==> src/rtl/inst_seq.sv <==
// Host-side instruction sequencer: turns a start pulse plus a K/Q vector stream into one
// full attention pass for fullchip. Optional macro INST_SEQ_PERF_CNT_EN adds a busy-cycle counter.
module inst_seq #(
    parameter int col       = 8,
    parameter int bw        = 8,
    parameter int pr        = 16,
    parameter int depth     = 16,
    parameter int drain_cyc = 10
) (
    input  logic                clk,
    input  logic                reset,
    input  logic                start,
    input  logic [pr*bw-1:0]    in_data,
    input  logic                in_valid,
    output logic                in_ready,
    output logic [18:0]         inst,
    output logic [pr*bw-1:0]    mem_out,
    output logic                busy,
`ifdef INST_SEQ_PERF_CNT_EN
    output logic                done,
    output logic [31:0]         cycle_cnt
`else
    output logic                done
`endif
);

    localparam int B_QMEM_RD  = 4;
    localparam int B_QMEM_WR  = 5;
    localparam int B_KMEM_RD  = 6;
    localparam int B_KMEM_WR  = 7;
    localparam int B_LOAD     = 8;
    localparam int B_EXECUTE  = 9;
    localparam int B_OFIFO_RD = 10;
    localparam int B_PMEM_WR  = 16;

    localparam logic [15:0] COL_LAST   = 16'(col - 1);
    localparam logic [15:0] DEPTH_LAST = 16'(depth - 1);
    localparam logic [15:0] DRAIN_LAST = 16'(drain_cyc - 1);

    typedef enum logic [2:0] {
        S_IDLE, S_WR_K, S_WR_Q, S_LOAD, S_EXEC, S_DRAIN, S_READ, S_DONE
    } state_t;

    state_t              state_r, state_nxt_s;
    logic [15:0]         cnt_r, cnt_nxt_s;
    logic [18:0]         inst_r, inst_nxt_s;
    logic [pr*bw-1:0]    mem_out_r, mem_nxt_s;
    logic                busy_r, done_r, in_ready_r;

    assign inst     = inst_r;
    assign mem_out  = mem_out_r;
    assign busy     = busy_r;
    assign done     = done_r;
    assign in_ready = in_ready_r;

    // Next-state, phase counter and next instruction word; cnt restarts at 0 on every state entry.
    always_comb begin
        state_nxt_s = state_r;
        cnt_nxt_s   = cnt_r;
        inst_nxt_s  = 19'd0;
        mem_nxt_s   = mem_out_r;
        case (state_r)
            S_IDLE: begin
                cnt_nxt_s = 16'd0;
                if (start) begin
                    state_nxt_s = S_WR_K;
                end else begin
                    state_nxt_s = S_IDLE;
                end
            end
            S_WR_K, S_WR_Q: begin
                if (in_valid) begin
                    inst_nxt_s[3:0] = cnt_r[3:0];
                    mem_nxt_s       = in_data;
                    if (state_r == S_WR_K) begin
                        inst_nxt_s[B_KMEM_WR] = 1'b1;
                    end else begin
                        inst_nxt_s[B_QMEM_WR] = 1'b1;
                    end
                    if (state_r == S_WR_K && cnt_r == COL_LAST) begin
                        state_nxt_s = S_WR_Q;
                        cnt_nxt_s   = 16'd0;
                    end else if (state_r == S_WR_Q && cnt_r == DEPTH_LAST) begin
                        state_nxt_s = S_LOAD;
                        cnt_nxt_s   = 16'd0;
                    end else begin
                        cnt_nxt_s = cnt_r + 16'd1;
                    end
                end else begin
                    cnt_nxt_s = cnt_r;
                end
            end
            S_LOAD: begin
                inst_nxt_s[3:0]       = cnt_r[3:0];
                inst_nxt_s[B_KMEM_RD] = 1'b1;
                inst_nxt_s[B_LOAD]    = 1'b1;
                if (cnt_r == COL_LAST) begin
                    state_nxt_s = S_EXEC;
                    cnt_nxt_s   = 16'd0;
                end else begin
                    cnt_nxt_s = cnt_r + 16'd1;
                end
            end
            S_EXEC: begin
                inst_nxt_s[3:0]       = cnt_r[3:0];
                inst_nxt_s[B_QMEM_RD] = 1'b1;
                inst_nxt_s[B_EXECUTE] = 1'b1;
                if (cnt_r == DEPTH_LAST) begin
                    state_nxt_s = S_DRAIN;
                    cnt_nxt_s   = 16'd0;
                end else begin
                    cnt_nxt_s = cnt_r + 16'd1;
                end
            end
            S_DRAIN: begin
                if (cnt_r == DRAIN_LAST) begin
                    state_nxt_s = S_READ;
                    cnt_nxt_s   = 16'd0;
                end else begin
                    cnt_nxt_s = cnt_r + 16'd1;
                end
            end
            S_READ: begin
                inst_nxt_s[14:11]      = cnt_r[3:0];
                inst_nxt_s[B_OFIFO_RD] = 1'b1;
                inst_nxt_s[B_PMEM_WR]  = 1'b1;
                if (cnt_r == DEPTH_LAST) begin
                    state_nxt_s = S_DONE;
                    cnt_nxt_s   = 16'd0;
                end else begin
                    cnt_nxt_s = cnt_r + 16'd1;
                end
            end
            S_DONE: begin
                state_nxt_s = S_IDLE;
                cnt_nxt_s   = 16'd0;
            end
            default: begin
                state_nxt_s = S_IDLE;
                cnt_nxt_s   = 16'd0;
            end
        endcase
    end

    // State, counter and registered outputs; status flags track the next state so they match the state register.
    always_ff @(posedge clk) begin
        if (reset) begin
            state_r    <= S_IDLE;
            cnt_r      <= 16'd0;
            inst_r     <= 19'd0;
            mem_out_r  <= '0;
            busy_r     <= 1'b0;
            done_r     <= 1'b0;
            in_ready_r <= 1'b0;
        end else begin
            state_r    <= state_nxt_s;
            cnt_r      <= cnt_nxt_s;
            inst_r     <= inst_nxt_s;
            mem_out_r  <= mem_nxt_s;
            busy_r     <= (state_nxt_s != S_IDLE);
            done_r     <= (state_nxt_s == S_DONE);
            in_ready_r <= (state_nxt_s == S_WR_K) || (state_nxt_s == S_WR_Q);
        end
    end

`ifdef INST_SEQ_PERF_CNT_EN
    // Busy-cycle counter: cleared when a start is accepted, held after the pass ends.
    always_ff @(posedge clk) begin
        if (reset) begin
            cycle_cnt <= 32'd0;
        end else if (state_r == S_IDLE && start) begin
            cycle_cnt <= 32'd0;
        end else if (state_r != S_IDLE) begin
            cycle_cnt <= cycle_cnt + 32'd1;
        end else begin
            cycle_cnt <= cycle_cnt;
        end
    end
`endif

endmodule

==> config.mk <==
export PLATFORM = sky130hd
export DESIGN_NAME = inst_seq
export DESIGN_NICKNAME = d
export VERILOG_FILES = /design/src/rtl/inst_seq.sv
export SDC_FILE = /design/constraint.sdc
export NUM_CORES = 1
export LEC_CHECK = 0
export ABC_AREA = 1
export CAP_MARGIN = 15
export CORE_MARGIN = 10
export CORE_UTILIZATION = 43
export CTS_BUF_LIST = sky130_fd_sc_hd__clkbuf_4 sky130_fd_sc_hd__clkbuf_8
export DETAILED_ROUTE_END_ITERATION = 10
export PLACE_DENSITY_LB_ADDON = 0.3
export SETUP_SLACK_MARGIN = 0.4
export SYNTH_ARGS = -nofsm -noshare
export SYNTH_HDL_FRONTEND = slang
export SYNTH_SLANG_ARGS = --single-unit
==> constraint.sdc <==
create_clock -name clk -period 2.39 [get_ports clk]
set_clock_uncertainty 0.2 [all_clocks]
set_input_delay 0.3585 -clock clk [delete_from_list [all_inputs] [get_ports clk]]
set_output_delay 0.3585 -clock clk [all_outputs]
set_load 0.05 [all_outputs]
## Yosys cells after proc, flatten, opt, wreduce, memory -nomap -nowiden

Index checks and enable logic that the tools add are counted.

| cells by class | value |
|---|---|
| equality and inequality tests | 14 |
| bitwise operators | 3 |
| muxes and demuxes | 24 |
| add/subtract/negate cells | 1 |
| reductions and logical operators | 12 |

Operators with widths:

| operator | number |
|---|---|
| 2-to-1 mux 16 bit | 6 |
| one-hot mux 16 bit (5 select lines) | 1 |
| equality test 16 x 4 -> 1 bit (second input constant) | 2 |
| 2-to-1 mux 3 bit | 7 |
| one-hot mux 3 bit (7 select lines) | 1 |
| adder 16 x 1 -> 16 bit (second input constant) | 1 |
| equality test 16 x 3 -> 1 bit (second input constant) | 1 |
| equality test 3 bit (second input constant) | 5 |
| OR reduction 2 bit | 5 |
| equality test 3 x 2 -> 1 bit (second input constant) | 3 |
| one-hot mux 4 bit (2 select lines) | 1 |
| 2-to-1 mux 1 bit | 7 |
| equality test 3 x 1 -> 1 bit (second input constant) | 2 |
| 2-to-1 mux 4 bit | 1 |
| zero test 3 bit | 1 |
| inverter 1 bit | 3 |
| nonzero test 3 bit | 1 |
| OR reduction 3 bit | 1 |
| logical AND 1 bit | 2 |
| != test 2 bit (second input constant) | 1 |
| AND reduction 2 bit | 1 |
| logical OR 1 bit | 1 |

| word-level totals | value |
|---|---|
| output and inout bits | 150 |
| bits of input ports | 132 |
| register bits after elaboration | 169 |

## Logic depth before layout (Yosys ltp)

| depth | value |
|---|---|
| depth in word-level cells | 8 |
| depth in mapped cells | 13 |
| gate-level depth less buffers | 13 |

## Worst setup path after synthesis

Ideal clock, no wire load.

| timing path | value |
|---|---|
| kind | reg-to-reg |
| from | register cnt_r[0] |
| to | register cnt_r[12] |
| data arrival time | 1391 ps |
| cell stages (with the launch flop) | 12 |
| setup slack | 684 ps |
| period minus slack after synthesis | 1706 ps |
| path buffers | 0 |
| cell sequence | dfxtp_1 > ha_1 > nand2_1 > nor2_4 > nand2_1 > nor2_1 > nand2_2 > inv_2 > nand2_1 > nor2_2 > xnor2_1 > nor2_1 |

| between the ends | value |
|---|---|
| cells in the longest elaborated chain, start to end | 6 |

Ends and longest elaborated chain:

| item | line | source |
|---|---|---|
| start: declaration | 45 | `logic [15:0] cnt_r, cnt_nxt_s;` |
| start signal: assignment | 157 | `cnt_r <= cnt_nxt_s;` |
| branches (longest 5 deep; another with adder 16 x 1 -> 16 bit) | -- |  |
| one-hot mux 16 bit (5 select lines) (*) | 62 | `case (state_r)` |

Mark *: on every way between the ends. The select of a mux whose other input is x is not followed.
A chain may end at the register's enable or synchronous reset.

## Worst setup path in the final report

| timing path | value |
|---|---|
| from | register mem_out_r[70] (netlist: mem_out[70]) |
| to | output mem_out[70] |

RTL lines:

| item | line | source |
|---|---|---|
| start: declaration | 47 | `logic [pr*bw-1:0] mem_out_r, mem_nxt_s;` |
| start signal: assignment | 159 | `mem_out_r <= mem_nxt_s;` |
| end: declaration | 17 | `output logic [pr*bw-1:0] mem_out,` |

No word-level cell between the ends.

==> impl_metrics.toml <==
[floorplan]
die_w_um = 138.7
rows = 43
coreArea_mm2 = 0.01383
dieArea_mm2 = 0.01924
ios = 282
start_util_pct = 43.82
die_h_um = 138.7

[grt]
grt_max_degree = 83
grt.overflow.total = 0
grt_pass1_vias = 5779
grt_pass1_wl_um = 31520
grt_use_total_pct = 20.12
antenna_found_initial = 0

[synthesis]
netlist_area_mm2 = 0.006060
avgSynthCellArea_um2 = 7.719
yosys-mux-area-fraction_pct = 0
synth_compound_area_share_pct = 11.79
yosys.area_share.simple_pct = 26.49
yosys_warnings = 0
synth_cells = 785
synthAdderAreaFrac_pct = 0.4130
yosysUniqueCellTypes = 32
ys_seq_area_share_pct = 53.85
synth_top_family_by_area = "simple AND/OR/NAND/NOR gates"
synth_xor_area_share_pct = 0.8672
synth_seq_cells = 163

[clocking]
cts.sinks = 163
clk_transition_reported_paths_ns = 0.09
cts_hold_buf = 0
root_buffer = "clkbuf_8"
cts-buffers-inserted = 17
cts_buffer_depth = 2
clock_latency_ns = 0.46
cts_tree = "done"
htree_num_levels = 4

[setup_path]
crit_required_ns = 1.83
slowest_delay_ns = 0.59
cp-end-kind = "output pin"
start_kind = "flip-flop"
path_class = "reg -> out"
cp_data_arrival_time_ns = 1.39
path_cells = "dlygate4sd2_1"
crit_fanout = 2
path_buf_inv = 1
crit_family = "buffers and inverters"
slowest_stage = "dlygate4sd2_1"

[job]
drv_cap = 0

[timing]
rsz0062_at_grt = "no"
worst_pin_slew_ns = 0.5964
finalSetupViolations = 0
max-slew-margin-rel_pct = 60.39
hold_viol_final = 0
slew_violations = 0
fin_tns_setup_ns = 0
clock.fmax_mhz = 513.8
period_minus_slack_ns = 1.946
timing.final.crit_share_pct = 81.44

[placement]
portBuffers = 278
dpl-instance-area_mm2 = 0.008944
place_hpwl_um = 15250
gp_congestion = 0.8314

[detailed_routing]
avgRoutedWirePerCell_um = 16.75
drcViolationCount = 0
ant_nets = 0
vias_per_cell = 4.781
first_pass_iters = 4
via_count = 5905
drt_wl_total_um = 20690
drtIter0Drc = 383

[pwr]
power_density_mw_per_mm2 = 685.5
ir_drop_uv = 482.5
power_leakage_nw = 4.463

[final_layout]
drive_gt1_share_pct = 8.246
area_growth_pct = 52.72
n_fill_cell = 1180
final_area_mm2 = 0.009254
nNetsFinal = 1177
n_antenna_cell = 0

[outcome]
status = "complete, no violations"

[hold_path]
hold_class = "in -> reg"
-- layer usage --
layer | vias up | GRT usage (%) | part of all wire (%)
met4 | 0 | 4.942 | 1.5
met1 | 2695 | 19.80 | 36
met3 | 20 | 12.53 | 12
li1 | 2994 | - | -
met5 | - | 0 | 0
met2 | 196 | 34.94 | 50
-- sequential cells by signal, summed over array words and instances, names as in the netlist --
| name | count |
|---|---|
| in_ready | 1 |
| state_r | 3 |
| cnt_r | 16 |
| inst | 13 |
| busy | 1 |
| done | 1 |
| mem_out | 128 |
-- synthesized netlist by cell type, drive strengths merged --
library cell  instances  share of area (%)
nor2                303                 20
dfxtp               163                 54
o21ai               131                 11
nand2                49                3.4
buf                  33                3.2
inv                  33                2.0
clkbuf               18                1.1
nand3                13                1.3
nor3                 11                1.2
a21oi                 5               0.41
nand4                 5               0.52
xor2                  4               0.58
a31oi                 3               0.31
clkinv                3               0.19
ha                    2               0.41
nand3b                2               0.25
xnor2                 2               0.29
conb                  1              0.062
nor4                  1               0.10
o211ai                1               0.12
o21bai                1               0.12
or2                   1               0.10
-- worst paths after layout --
kind                       startpoint                       end  slack [ns]  cells past startpoint
max          mem_out[70]$_SDFFE_PP0P_               mem_out[70]        0.44                      1
min                       in_data[76]  mem_out[76]$_SDFFE_PP0P_        0.27                      3
max reg2reg     cnt_r[0]$_SDFFE_PP0P_       in_ready$_SDFF_PP0_        0.57                     12
min reg2reg  mem_out[60]$_SDFFE_PP0P_  mem_out[60]$_SDFFE_PP0P_        0.30                      2
-- report_power, final --
group          total (W)  leakage [nW]  switching [W]  internal [W]
clock            0.00211         0.212        0.00102       0.00109
sequential       0.00293          1.33      0.0000678       0.00286
combinational    0.00131          2.92       0.000878      0.000428
total            0.00634          4.46        0.00197       0.00438
-- through the flow --
step	std cells	hold slack (ns)	total power (W)	utilization, %	setup slack (ns)
global placement	1201	0.2766	0.004394	64.68	0.3443
global route	1235	0.2578	0.006568	66.93	0.3815
floorplan	787	0.2667	0.003787	-	0.6845
finish	1235	0.2744	0.006344	66.93	0.4436
detailed placement	1201	0.2851	0.004402	64.68	0.3012
CTS	1232	0.2552	0.006384	66.43	0.4108
-- final cells by class --
class                   count  area, um^2  area share, %
clock buffers              19       261.5          2.826
clock inverters            12       156.4          1.690
inverters                  36       138.9          1.501
multi-input cells         537        2439          26.35
flip-flops and latches    163        3273          35.37
well taps                 180       225.2          2.434
repair buffers            288        2760          29.83
-- what timing repair did --
action                                  CTS  global route
pin swaps                                 0             4
endpoints found under the setup margin  147            28
gates resized for setup                 147            23
buffers inserted                          0             3
-- placed cells by master (no fill, tap or decap), drive strengths merged --
| cell | n |
|---|---|
| clkbuf | 19 |
| nand2 | 49 |
| o21ai | 131 |
| xnor2 | 2 |
| nand3 | 13 |
| o211ai | 1 |
| o21bai | 1 |
| clkdlybuf4s15 | 10 |
| a31oi | 3 |
| nand4 | 5 |
| dfxtp | 163 |
| bufinv | 3 |
| clkdlybuf4s50 | 131 |
| inv | 34 |
| dlygate4sd2 | 136 |
| nor3 | 11 |
| nor2 | 303 |
| clkinv | 10 |
| conb | 3 |
| a21oi | 5 |
| buf | 11 |
| nand3b | 2 |
| ha | 2 |
| clkinvlp | 1 |
| xor2 | 4 |
| or2 | 1 |
| nor4 | 1 |
-- cells by family (layout without fill, tap and decap cells) --
group                      Yosys count  in the layout
DFF                                163            163
other                                1              3
adders and majority gates            2              2
buffers and inverters               87            355
AOI/OAI and AO/OA                  141            141
and+or+nand+nor                    385            385
xor gates and xnor gates             6              6
No activity file was read; power rests on OpenSTA's default activity.
